[config.mk]
export PLATFORM = sky130hd
export DESIGN_NAME = ram_burst_master_flat
export DESIGN_NICKNAME = d
export VERILOG_FILES = /design/src/rtl/ram_burst_pkg.sv /design/src/rtl/ram_burst_master_if.sv /design/src/rtl/ram_burst_master.sv /design/src/flat_wrapper.sv
export SDC_FILE = /design/constraint.sdc
export NUM_CORES = 1
export LEC_CHECK = 0
export CORE_MARGIN = 2
export CORE_UTILIZATION = 47
export DETAILED_ROUTE_END_ITERATION = 7
export PLACE_DENSITY = 0.84
export SYNTH_ARGS = -nofsm -noshare
export SYNTH_HDL_FRONTEND = slang
export SYNTH_SLANG_ARGS = --single-unit
[constraint.sdc]
create_clock -name clk -period 2.9 [get_ports clk]
set_input_delay 0.29 -clock clk [delete_from_list [all_inputs] [get_ports clk]]
set_output_delay 0.29 -clock clk [all_outputs]
set_load 0.02 [all_outputs]
[src/rtl/ram_burst_pkg.sv]
// Shared types and default widths for the RAM burst master.
package ram_burst_pkg;

  localparam int DEFAULT_ADDR_W = 8;
  localparam int DEFAULT_DATA_W = 8;

  typedef enum logic [2:0] {
    IDLE  = 3'd0,
    WRITE = 3'd1,
    READ  = 3'd2,
    DRAIN = 3'd3,
    DONE  = 3'd4
  } state_e;

endpackage

[src/rtl/ram_burst_master_if.sv]
// Command, upstream write stream, downstream read stream and RAM port bundle.
interface ram_burst_master_if
  import ram_burst_pkg::*;
#(
  parameter int ADDR_W = DEFAULT_ADDR_W,
  parameter int DATA_W = DEFAULT_DATA_W
);

  logic              cmd_start;
  logic              cmd_wr;
  logic [ADDR_W-1:0] cmd_addr;
  logic [ADDR_W-1:0] cmd_len;
  logic              busy;
  logic              done;

  logic [DATA_W-1:0] wr_data;
  logic              wr_valid;
  logic              wr_ready;

  logic [DATA_W-1:0] rd_data;
  logic              rd_valid;
  logic              rd_ready;

  logic [ADDR_W-1:0] mem_addr;
  logic [DATA_W-1:0] mem_wdata;
  logic              mem_wr;
  logic [DATA_W-1:0] mem_rdata;

  // Controller side.
  modport master (
    input  cmd_start, cmd_wr, cmd_addr, cmd_len,
    output busy, done,
    input  wr_data, wr_valid,
    output wr_ready,
    output rd_data, rd_valid,
    input  rd_ready,
    output mem_addr, mem_wdata, mem_wr,
    input  mem_rdata
  );

  // Surrounding logic / RAM side.
  modport slave (
    output cmd_start, cmd_wr, cmd_addr, cmd_len,
    input  busy, done,
    output wr_data, wr_valid,
    input  wr_ready,
    input  rd_data, rd_valid,
    output rd_ready,
    input  mem_addr, mem_wdata, mem_wr,
    output mem_rdata
  );

endinterface

[src/rtl/ram_burst_master.sv]
// Burst controller for the single-port RAM: streams write beats into the RAM
// or reads a range back out through a registered, backpressured read port.
module ram_burst_master
  import ram_burst_pkg::*;
#(
  parameter int ADDR_W = DEFAULT_ADDR_W,
  parameter int DATA_W = DEFAULT_DATA_W
) (
  input  logic                clk,
  input  logic                reset,
  ram_burst_master_if.master  bus
);

  state_e            state_q,    state_d;
  logic [ADDR_W-1:0] cur_addr_q, cur_addr_d;
  logic [ADDR_W-1:0] count_q,    count_d;
  logic [DATA_W-1:0] rd_data_q,  rd_data_d;
  logic              rd_valid_q, rd_valid_d;
  logic              rd_capture;

  // A read capture happens whenever the output register is empty or being drained.
  assign rd_capture = !rd_valid_q || bus.rd_ready;

  // State register and burst bookkeeping; reset abandons any burst in flight.
  always_ff @(posedge clk or posedge reset) begin
    if (reset) begin
      state_q    <= IDLE;
      cur_addr_q <= '0;
      count_q    <= '0;
      rd_data_q  <= '0;
      rd_valid_q <= 1'b0;
    end else begin
      state_q    <= state_d;
      cur_addr_q <= cur_addr_d;
      count_q    <= count_d;
      rd_data_q  <= rd_data_d;
      rd_valid_q <= rd_valid_d;
    end
  end

  // Next-state logic: count holds remaining beats minus one, address wraps naturally.
  always_comb begin
    state_d    = state_q;
    cur_addr_d = cur_addr_q;
    count_d    = count_q;
    rd_data_d  = rd_data_q;
    rd_valid_d = rd_valid_q;
    unique case (state_q)
      IDLE: begin
        if (bus.cmd_start) begin
          cur_addr_d = bus.cmd_addr;
          count_d    = bus.cmd_len;
          rd_valid_d = 1'b0;
          state_d    = bus.cmd_wr ? WRITE : READ;
        end
      end
      WRITE: begin
        if (bus.wr_valid) begin
          cur_addr_d = cur_addr_q + 1'b1;
          if (count_q == '0) state_d = DONE;
          else               count_d = count_q - 1'b1;
        end
      end
      READ: begin
        if (rd_capture) begin
          rd_data_d  = bus.mem_rdata;
          rd_valid_d = 1'b1;
          cur_addr_d = cur_addr_q + 1'b1;
          if (count_q == '0) state_d = DRAIN;
          else               count_d = count_q - 1'b1;
        end
      end
      DRAIN: begin
        if (rd_valid_q && bus.rd_ready) begin
          rd_valid_d = 1'b0;
          state_d    = DONE;
        end
      end
      DONE: begin
        state_d = IDLE;
      end
      default: begin
        state_d = IDLE;
      end
    endcase
  end

  // Outputs: RAM port is only driven during active transfer states, zero otherwise.
  always_comb begin
    bus.busy      = 1'b0;
    bus.done      = 1'b0;
    bus.wr_ready  = 1'b0;
    bus.mem_addr  = '0;
    bus.mem_wdata = '0;
    bus.mem_wr    = 1'b0;
    unique case (state_q)
      IDLE: begin
        bus.busy = 1'b0;
      end
      WRITE: begin
        bus.busy      = 1'b1;
        bus.wr_ready  = 1'b1;
        bus.mem_addr  = cur_addr_q;
        bus.mem_wdata = bus.wr_data;
        bus.mem_wr    = bus.wr_valid;
      end
      READ: begin
        bus.busy     = 1'b1;
        bus.mem_addr = cur_addr_q;
      end
      DRAIN: begin
        bus.busy = 1'b1;
      end
      DONE: begin
        bus.busy = 1'b1;
        bus.done = 1'b1;
      end
      default: begin
        bus.busy = 1'b0;
      end
    endcase
  end

  assign bus.rd_data  = rd_data_q;
  assign bus.rd_valid = rd_valid_q;

endmodule

[src/flat_wrapper.sv]
// flat-port wrapper written by rule: the top's interface ports become plain ports
module ram_burst_master_flat import ram_burst_pkg::*;
#(
  parameter int ADDR_W = DEFAULT_ADDR_W,
  parameter int DATA_W = DEFAULT_DATA_W
)
  (clk, reset, bus_cmd_start, bus_cmd_wr, bus_cmd_addr, bus_cmd_len, bus_busy, bus_done, bus_wr_data, bus_wr_valid, bus_wr_ready, bus_rd_data, bus_rd_valid, bus_rd_ready, bus_mem_addr, bus_mem_wdata, bus_mem_wr, bus_mem_rdata);
  ram_burst_master_if #(.ADDR_W(ADDR_W), .DATA_W(DATA_W)) bus_i ();
  input  logic clk;
  input  logic reset;
  input wire logic [$bits(bus_i.cmd_start)-1:0] bus_cmd_start;
  input wire logic [$bits(bus_i.cmd_wr)-1:0] bus_cmd_wr;
  input wire logic [$bits(bus_i.cmd_addr)-1:0] bus_cmd_addr;
  input wire logic [$bits(bus_i.cmd_len)-1:0] bus_cmd_len;
  output wire logic [$bits(bus_i.busy)-1:0] bus_busy;
  output wire logic [$bits(bus_i.done)-1:0] bus_done;
  input wire logic [$bits(bus_i.wr_data)-1:0] bus_wr_data;
  input wire logic [$bits(bus_i.wr_valid)-1:0] bus_wr_valid;
  output wire logic [$bits(bus_i.wr_ready)-1:0] bus_wr_ready;
  output wire logic [$bits(bus_i.rd_data)-1:0] bus_rd_data;
  output wire logic [$bits(bus_i.rd_valid)-1:0] bus_rd_valid;
  input wire logic [$bits(bus_i.rd_ready)-1:0] bus_rd_ready;
  output wire logic [$bits(bus_i.mem_addr)-1:0] bus_mem_addr;
  output wire logic [$bits(bus_i.mem_wdata)-1:0] bus_mem_wdata;
  output wire logic [$bits(bus_i.mem_wr)-1:0] bus_mem_wr;
  input wire logic [$bits(bus_i.mem_rdata)-1:0] bus_mem_rdata;
  assign bus_i.cmd_start = bus_cmd_start;
  assign bus_i.cmd_wr = bus_cmd_wr;
  assign bus_i.cmd_addr = bus_cmd_addr;
  assign bus_i.cmd_len = bus_cmd_len;
  assign bus_busy = bus_i.busy;
  assign bus_done = bus_i.done;
  assign bus_i.wr_data = bus_wr_data;
  assign bus_i.wr_valid = bus_wr_valid;
  assign bus_wr_ready = bus_i.wr_ready;
  assign bus_rd_data = bus_i.rd_data;
  assign bus_rd_valid = bus_i.rd_valid;
  assign bus_i.rd_ready = bus_rd_ready;
  assign bus_mem_addr = bus_i.mem_addr;
  assign bus_mem_wdata = bus_i.mem_wdata;
  assign bus_mem_wr = bus_i.mem_wr;
  assign bus_i.mem_rdata = bus_mem_rdata;
  ram_burst_master #(.ADDR_W(ADDR_W), .DATA_W(DATA_W)) u_core (.clk(clk), .reset(reset), .bus(bus_i));
endmodule
After elaboration in Yosys (flattened, before gate mapping)
Cells that the tools add are included.
W data, S select, Z words.
{"block": "op_classes", "add_sub_neg": 2, "n_mul": 0, "div_mod_pow": 0, "magnitude_cmp": 0, "n_eq_ne": 10, "shift": 0, "mux": 27, "bitwise_logic": 0, "n_reduce_logical": 13}
{"operator": "$mux W8", "count": 9}
{"operator": "$pmux W8 S3", "count": 2}
{"operator": "$mux W3", "count": 6}
{"operator": "$pmux W3 S4", "count": 1}
{"operator": "$add A8 B1 Y8 const B", "count": 1}
{"operator": "$logic_not A8 Y1", "count": 1}
{"operator": "$ne A2 B1 Y1 const B", "count": 4}
{"operator": "$reduce_and A4 Y1", "count": 2}
{"operator": "$sub A8 B1 Y8 const B", "count": 1}
{"operator": "$mux W1", "count": 7}
{"operator": "$eq A3 B2 Y1 const B", "count": 2}
{"operator": "$reduce_and A6 Y1", "count": 1}
{"operator": "$reduce_bool A3 Y1", "count": 2}
{"operator": "$ne A2 B2 Y1 const B", "count": 2}
{"operator": "$reduce_or A4 Y1", "count": 1}
{"operator": "$eq A3 B1 Y1 const B", "count": 1}
{"operator": "$eq A3 B3 Y1 const B", "count": 1}
{"operator": "$logic_not A3 Y1", "count": 1}
{"operator": "$pmux W1 S3", "count": 1}
{"operator": "$mux W2", "count": 1}
{"operator": "$reduce_and A2 Y1", "count": 1}
{"operator": "$reduce_or A2 Y1", "count": 1}
{"operator": "$logic_and A1 B1 Y1", "count": 1}
{"operator": "$logic_not A1 Y1", "count": 1}
{"operator": "$logic_or A1 B1 Y1", "count": 1}
{"block": "word_totals", "register_bits": 28, "latch_bits": 0, "ram_bits": 0, "romBits": 0, "in_bits": 38, "out_inout_bits": 29, "elab_cells": 57, "mem_count": 0}

Depth between registers and ports, before layout
Gate-level depths: netlist of the first run.
{"block": "logic_depth", "depth_word": 4, "depth_mapped": 7, "ltp_nobuf": 6}

Least setup slack after synthesis of the first run
OpenSTA, ideal clock, no wires.
{"block": "synth_timing", "path_type": "register to output", "start": "register u_core.state_q[2]", "end": "output port bus_mem_wdata[0]", "arrival_time_ns": 1.467, "path_slack_ns": 1.143, "stages_incl_launch_ff": 5, "n_path_buf": 2, "path_cell_list": "dfrtp_1 -> buf_2 -> nor3b_2 -> clkbuf_1 -> and2_1"}
{"block": "synth_between", "elab_chain_cells": 2}
{"element": "from (decl)", "line_no": "ram_burst_master.sv:14", "source": "state_e state_q, state_d;"}
{"element": "from (signal assigned)", "line_no": "ram_burst_master.sv:33", "source": "state_q <= state_d;"}
{"element": "$eq A3 B1 Y1", "line_no": "ram_burst_master.sv:96", "source": "unique case (state_q)"}
{"element": "$mux W8", "line_no": "ram_burst_master.sv:96"}
{"element": "to (decl)", "line_no": "flat_wrapper.sv:24", "source": "output wire logic [$bits(bus_i.mem_wdata)-1:0] bus_mem_wdata;"}
Every way passes these cells.

Worst setup path after layout of the first run
{"block": "layout_timing", "start": "register u_core.state_q[0]", "end": "output port bus_mem_wdata[7]"}
The elaborated chain is that of the path after synthesis.

==> run summary, run 1 <==
Syn. warnings: 0
Die ar.: 0.00449 mm2
number of global-route vias before repair: 1610
worst min path class: in2async
post-route minimum period: 2.64 ns
crit path kind: reg2out
distinct cell type count after synthesis: 52
CP endpoint kind: primary output
DRC viols: 0
worst path buffer plus inverter count: 1
power per cell area: 1250 mW/mm2
syn_area_per_cell: 10.0 um2
cell row count: 22
final std cells w/o fill: 297
vias: 1674
Finish-stage setup viols: 0
Syn Nets: 227
Post-synth EDFFs: 0
H-tree levels: 1
Place WS: 0.550 ns
clock transition at the registers of the reported paths: 0.10 ns
area delta synth->final: 38.4%
Die W: 67.0 um
CP startpoint kind: register
setup_tns: 0 ns
clock share of power: 0.065
crit-path max cell delay: 0.67 ns
Total GRT Usage: 0.217
placed wire-length estimate: 3400 um
period utilization: 0.909
reg-to-reg setup timing slack: 0.66 ns
final hold vios: 0
CTS sink count: 28
Final nets: 292
Post-Route WL: 4570 um
maximum number of pins on one net before global-route repair: 29
global-route wire length before repair: 7500 um
Final ANT Viol Nets: 0
P_leak: 1.04 nW
CTS Buf Count: 3
gr ovfl total: 0
MaxCap Viol Count: 0
top cell family by delay on the critical path: simple AND/OR/NAND/NOR gates
mapped cell area: 0.00187 mm2
worst-path fanout max: 13
WP data required: 2.61 ns
DR WL/cell: 15.4 um
Async SR Flop Fraction: 1.00
worst-path cell chain: nor3b_2 -> and2_1 -> clkdlybuf4s50_1
first-pass iteration count of the detailed router: 4
fill count: 315
proportion of layout cells with a drive suffix above 1: 0.124
insertion delay to the later sink of the worst-skew pair: 0.27 ns
Worst EP arrival: 2.35 ns
Setup Skew: 0.0108 ns
sw power: 1.48 mW
switching fraction of total power: 0.459
core area: 0.00374 mm2
gpl congestion: 0.803
Hold WS: 0.374 ns
Root Buffer: clkbuf_8
vias per std cell: 5.64
Seq/Total Area, Yosys: 0.375
Hold Buf Count CTS: 0
First DRT Iteration DRCs: 145
most common cell after layout, fill and taps aside: clkdlybuf4s50_1
Reg power frac: 0.257
Syn Inst Count: 186
status: finished, final reports clean
Peak VDD IR: 0.000745 V
commonest cells after routing, fill and taps aside: 66 x clkdlybuf4s50_1, 28 x dfrtp_1, 11 x o21ai_0, 10 x and2_1
combinational share of power: 0.678
initial antenna violation count: 0
top_reg_cell synth: dfrtp_1
TritonCTS clock tree: done
Starting Density: 0.499
setup repair after global routing missed its margin: false
Critical-path top delay cell: nor3b_2
Setup Buffers After CTS: 0
num ports: 67
dpl cells: 294
Max-Slew Margin vs Limit: 0.526
worst-margin pin slew: 0.708 ns
final worst slack: 0.263 ns
Die Height: 67.0 um
Fmax: 379 MHz
CTS resizes: 0
#FFs+latches synth: 28
final slew viol count: 0
CTS Buffer Depth: 2
internal power: 1.75 mW
Port Buffer Count: 66
ANT cells: 0
==> synthesized netlist by cell type, drive strengths merged (2+ instances only) <==
| cell | n | share of area |
|---|---|---|
| nand2 | 9 | 0.018 |
| dfrtp | 28 | 0.38 |
| nor2b | 2 | 0.0067 |
| o211ai | 3 | 0.012 |
| nor3b | 2 | 0.011 |
| o22ai | 2 | 0.0067 |
| a211oi | 3 | 0.015 |
| o31a | 2 | 0.0094 |
| o2bb2ai | 4 | 0.019 |
| buf | 9 | 0.040 |
| clkbuf | 2 | 0.0040 |
| nand3b | 2 | 0.0080 |
| nand4 | 3 | 0.010 |
| o21ai | 11 | 0.029 |
| and2 | 10 | 0.034 |
| xnor2 | 2 | 0.013 |
| inv | 8 | 0.016 |
| a22o | 4 | 0.019 |
| ha | 3 | 0.020 |
| a31oi | 2 | 0.0067 |
| nor3 | 10 | 0.041 |
| nand3 | 6 | 0.016 |
| nor4b | 3 | 0.017 |
| a21oi | 5 | 0.013 |
| nor2 | 9 | 0.027 |
| and3 | 9 | 0.030 |
| mux2i | 4 | 0.021 |
| mux2 | 10 | 0.062 |
| a2bb2oi | 7 | 0.033 |
==> layout make-up <==
type                    count  area [um2]  share of cell area
multi-input cells         139        1050               0.408
repair buffers             71         698               0.270
flip-flops and latches     28         701               0.271
inverters                   8        30.0              0.0116
well taps                  48        60.1              0.0232
clock buffers               3        41.3              0.0160
==> sequential cells by signal (all words and copies together) (netlist names) <==
register	cells
u_core.bus.rd_data	8
u_core.bus.rd_valid	1
u_core.count_q	8
u_core.cur_addr_q	8
u_core.state_q	3
==> cell families (layout without fill, tap and decap cells) <==
family | Yosys count | after routing | share of synthesized area
AOI/OAI and AO/OA | 49 | 49 | 0.200
xor gates and xnor gates | 3 | 3 | 0.0221
adders and majority gates | 3 | 3 | 0.0201
buffers and inverters | 19 | 82 | 0.0603
DFF | 28 | 28 | 0.375
muxes | 14 | 14 | 0.0838
and+or+nand+nor | 70 | 70 | 0.239
==> power by group through the flow <==
stage	logic, mW	registers [mW]	clock network [mW]
5_1_grt	2.39	0.861	0.231
4_1_cts	2.20	0.823	0.217
3_5_place_dp	2.19	0.828	0
6_report	2.19	0.827	0.210
3_3_place_gp	2.16	0.814	0
2_1_floorplan	1.53	0.822	0
==> through the flow <==
stage	instance area [um2]	power (mW)	utilization
floorplan	1870	2.35	-
global placement	2540	2.97	0.679
detailed placement	2540	3.01	0.679
CTS	2580	3.24	0.690
global route	2580	3.48	0.690
finish	2580	3.23	0.690
==> worst paths after layout <==
kind / startpoint / endpoint / cells past startpoint
worst max-delay path: u_core.state_q[0] / bus_mem_wdata[7] / 3
worst min-delay path: reset / u_core.count_q[5] / 3
worst max register to register: u_core.state_q[0] / u_core.count_q[4] / 4
worst min register to register: u_core.bus.rd_data[1] / u_core.bus.rd_data[1] / 1
max in group asynchronous: reset / u_core.count_q[2] / 3
min in group clk: u_core.bus.rd_data[1] / u_core.bus.rd_data[1] / 1
==> routing by layer <==
layer	part of all wire	wire, um	track usage	vias to the layer above
met4	0.0081	37	0.0485	0
met5	0	0	0	-
met2	0.46	2100	0.345	74
met3	0.076	349	0.0574	6
li1	-	-	-	818
met1	0.46	2080	0.292	776
==> worst reg2reg max path: stages (launching register included) <==
cell and delay, ns:
dfrtp_1 0.58, nor3b_2 0.67, a32o_1 0.47, o211ai_1 0.16
a22o_1 0.27
Power figures use the tool's default switching activity.
==> run 2: changes to the inputs <==
- CORE_MARGIN: 2 -> 1
==> run 2 against run 1 <==
Net effect:
- global-route usage rose by 1.1 points
- sequential share of layout area fell by 0.23 points
- non-clock buffer count fell by 1
- critical path type unchanged
- hold slack got worse by 0.0021 ns
- clock skew fell by 0.0038 ns
- core utilization rose by 0.60 points
- clock power rose by 45%
- die area fell by 5.9%
- final cell count did not move
==> run summary, run 2 (synthesis results as in run 1) <==
status: finished, final reports clean
Final ANT Viol Nets: 0
H-tree levels: 1
commonest cells after routing, fill and taps aside: 66 x clkdlybuf4s50_1, 28 x dfrtp_1, 11 x o21ai_0, 10 x and2_1
final hold vios: 0
placed wire-length estimate: 3340 um
P_leak: 1.04 nW
cell row count: 22
power consumption: 3.30 mW
final slew viol count: 0
Root Buffer: clkbuf_8
WP data required: 2.61 ns
Final nets: 291
setup repair after global routing missed its margin: false
period utilization: 0.908
Worst EP arrival: 2.34 ns
Starting Density: 0.499
Post-Route WL: 4520 um
num ports: 67
First DRT Iteration DRCs: 89
CP endpoint kind: primary output
Setup Skew: 0.00702 ns
gpl congestion: 0.835
DR WL/cell: 15.2 um
insertion delay to the later sink of the worst-skew pair: 0.28 ns
worst-margin pin slew: 0.768 ns
power per cell area: 1270 mW/mm2
Die ar.: 0.00423 mm2
setup_tns: 0 ns
CTS resizes: 0
first-pass iteration count of the detailed router: 4
MaxCap Viol Count: 0
CTS Buf Count: 3
initial antenna violation count: 0
maximum number of pins on one net before global-route repair: 29
core area: 0.00374 mm2
crit path kind: reg2out
vias: 1688
CP startpoint kind: register
post-route minimum period: 2.63 ns
Die Height: 65.0 um
area delta synth->final: 39.6%
clock transition at the registers of the reported paths: 0.10 ns
TritonCTS clock tree: done
gr ovfl total: 0
proportion of layout cells with a drive suffix above 1: 0.124
CTS sink count: 28
worst min path class: in2async
Port Buffer Count: 66
number of global-route vias before repair: 1660
CTS Buffer Depth: 2
Finish-stage setup viols: 0
vias per std cell: 5.68
ANT cells: 0
worst-path fanout max: 13
Hold Buf Count CTS: 0
DRC viols: 0
most common cell after layout, fill and taps aside: clkdlybuf4s50_1
Setup Buffers After CTS: 0
Die W: 65.0 um
Max-Slew Margin vs Limit: 0.486
global-route wire length before repair: 7520 um
Fmax: 380 MHz
Total GRT Usage: 0.227
Peak VDD IR: 0.000674 V
-- run 2: cell count changes in the layout (fill, tap and decap cells not counted), sizes merged --
cell and change:
buf -1, bufinv +1
-- run 2: stage by stage --
stage | util | std cells | instance area (um2) | setup slack, ns | hold WS, ns
2_1_floorplan | - | 186 | 1870 | 1.14 | 0.355
4_1_cts | 0.696 | 297 | 2610 | 0.257 | 0.381
3_3_place_gp | 0.677 | 293 | 2530 | 0.651 | 0.488
6_report | 0.696 | 297 | 2610 | 0.266 | 0.372
5_1_grt | 0.696 | 297 | 2610 | 0.113 | 0.410
3_5_place_dp | 0.677 | 293 | 2530 | 0.574 | 0.494
-- run 2: worst paths after layout --
path | start | to | slack, ns | cells past startpoint
setup / recovery | u_core.state_q[0] | bus_mem_wdata[3] | 0.27 | 3
hold / removal | reset | u_core.count_q[5] | 0.37 | 3
setup reg to reg | u_core.state_q[0] | u_core.count_q[4] | 0.71 | 4
hold reg to reg | u_core.bus.rd_data[3] | u_core.bus.rd_data[3] | 0.51 | 1
max in group asynchronous | reset | u_core.cur_addr_q[6] | 2.26 | 3
min in group clk | u_core.bus.rd_data[3] | u_core.bus.rd_data[3] | 0.51 | 1
-- run 2: final cells by class --
class / instances / area [um2]
fillers: 299 / 1140
multi-input cells: 139 / 1050
flip-flops and latches: 28 / 701
repair buffers: 70 / 691
well taps: 48 / 60.1
clock buffers: 3 / 41.3
clock inverters: 1 / 30.0
inverters: 8 / 30.0
-- run 2: layer usage --
| metal | global-route usage | wire [um] | up-vias |
|---|---|---|---|
| met4 | 0.0462 | 33 | 0 |
| met3 | 0.0581 | 287 | 4 |
| met5 | 0 | 0 | - |
| li1 | - | - | 822 |
| met2 | 0.384 | 2140 | 64 |
| met1 | 0.292 | 2060 | 798 |
-- run 2: worst max-delay path, stage by stage (launching register included) --
cell             delay [ns]
dfrtp_1                0.59
nor3b_2                0.63
and2_1                 0.23
clkdlybuf4s50_1        0.61
-- run 2: where the power goes --
group          internal, mW  total [mW]  switching (mW)
clock                 0.185       0.304           0.119
combinational          1.04        2.18            1.14
sequential            0.594       0.816           0.222
total                  1.82        3.30            1.48
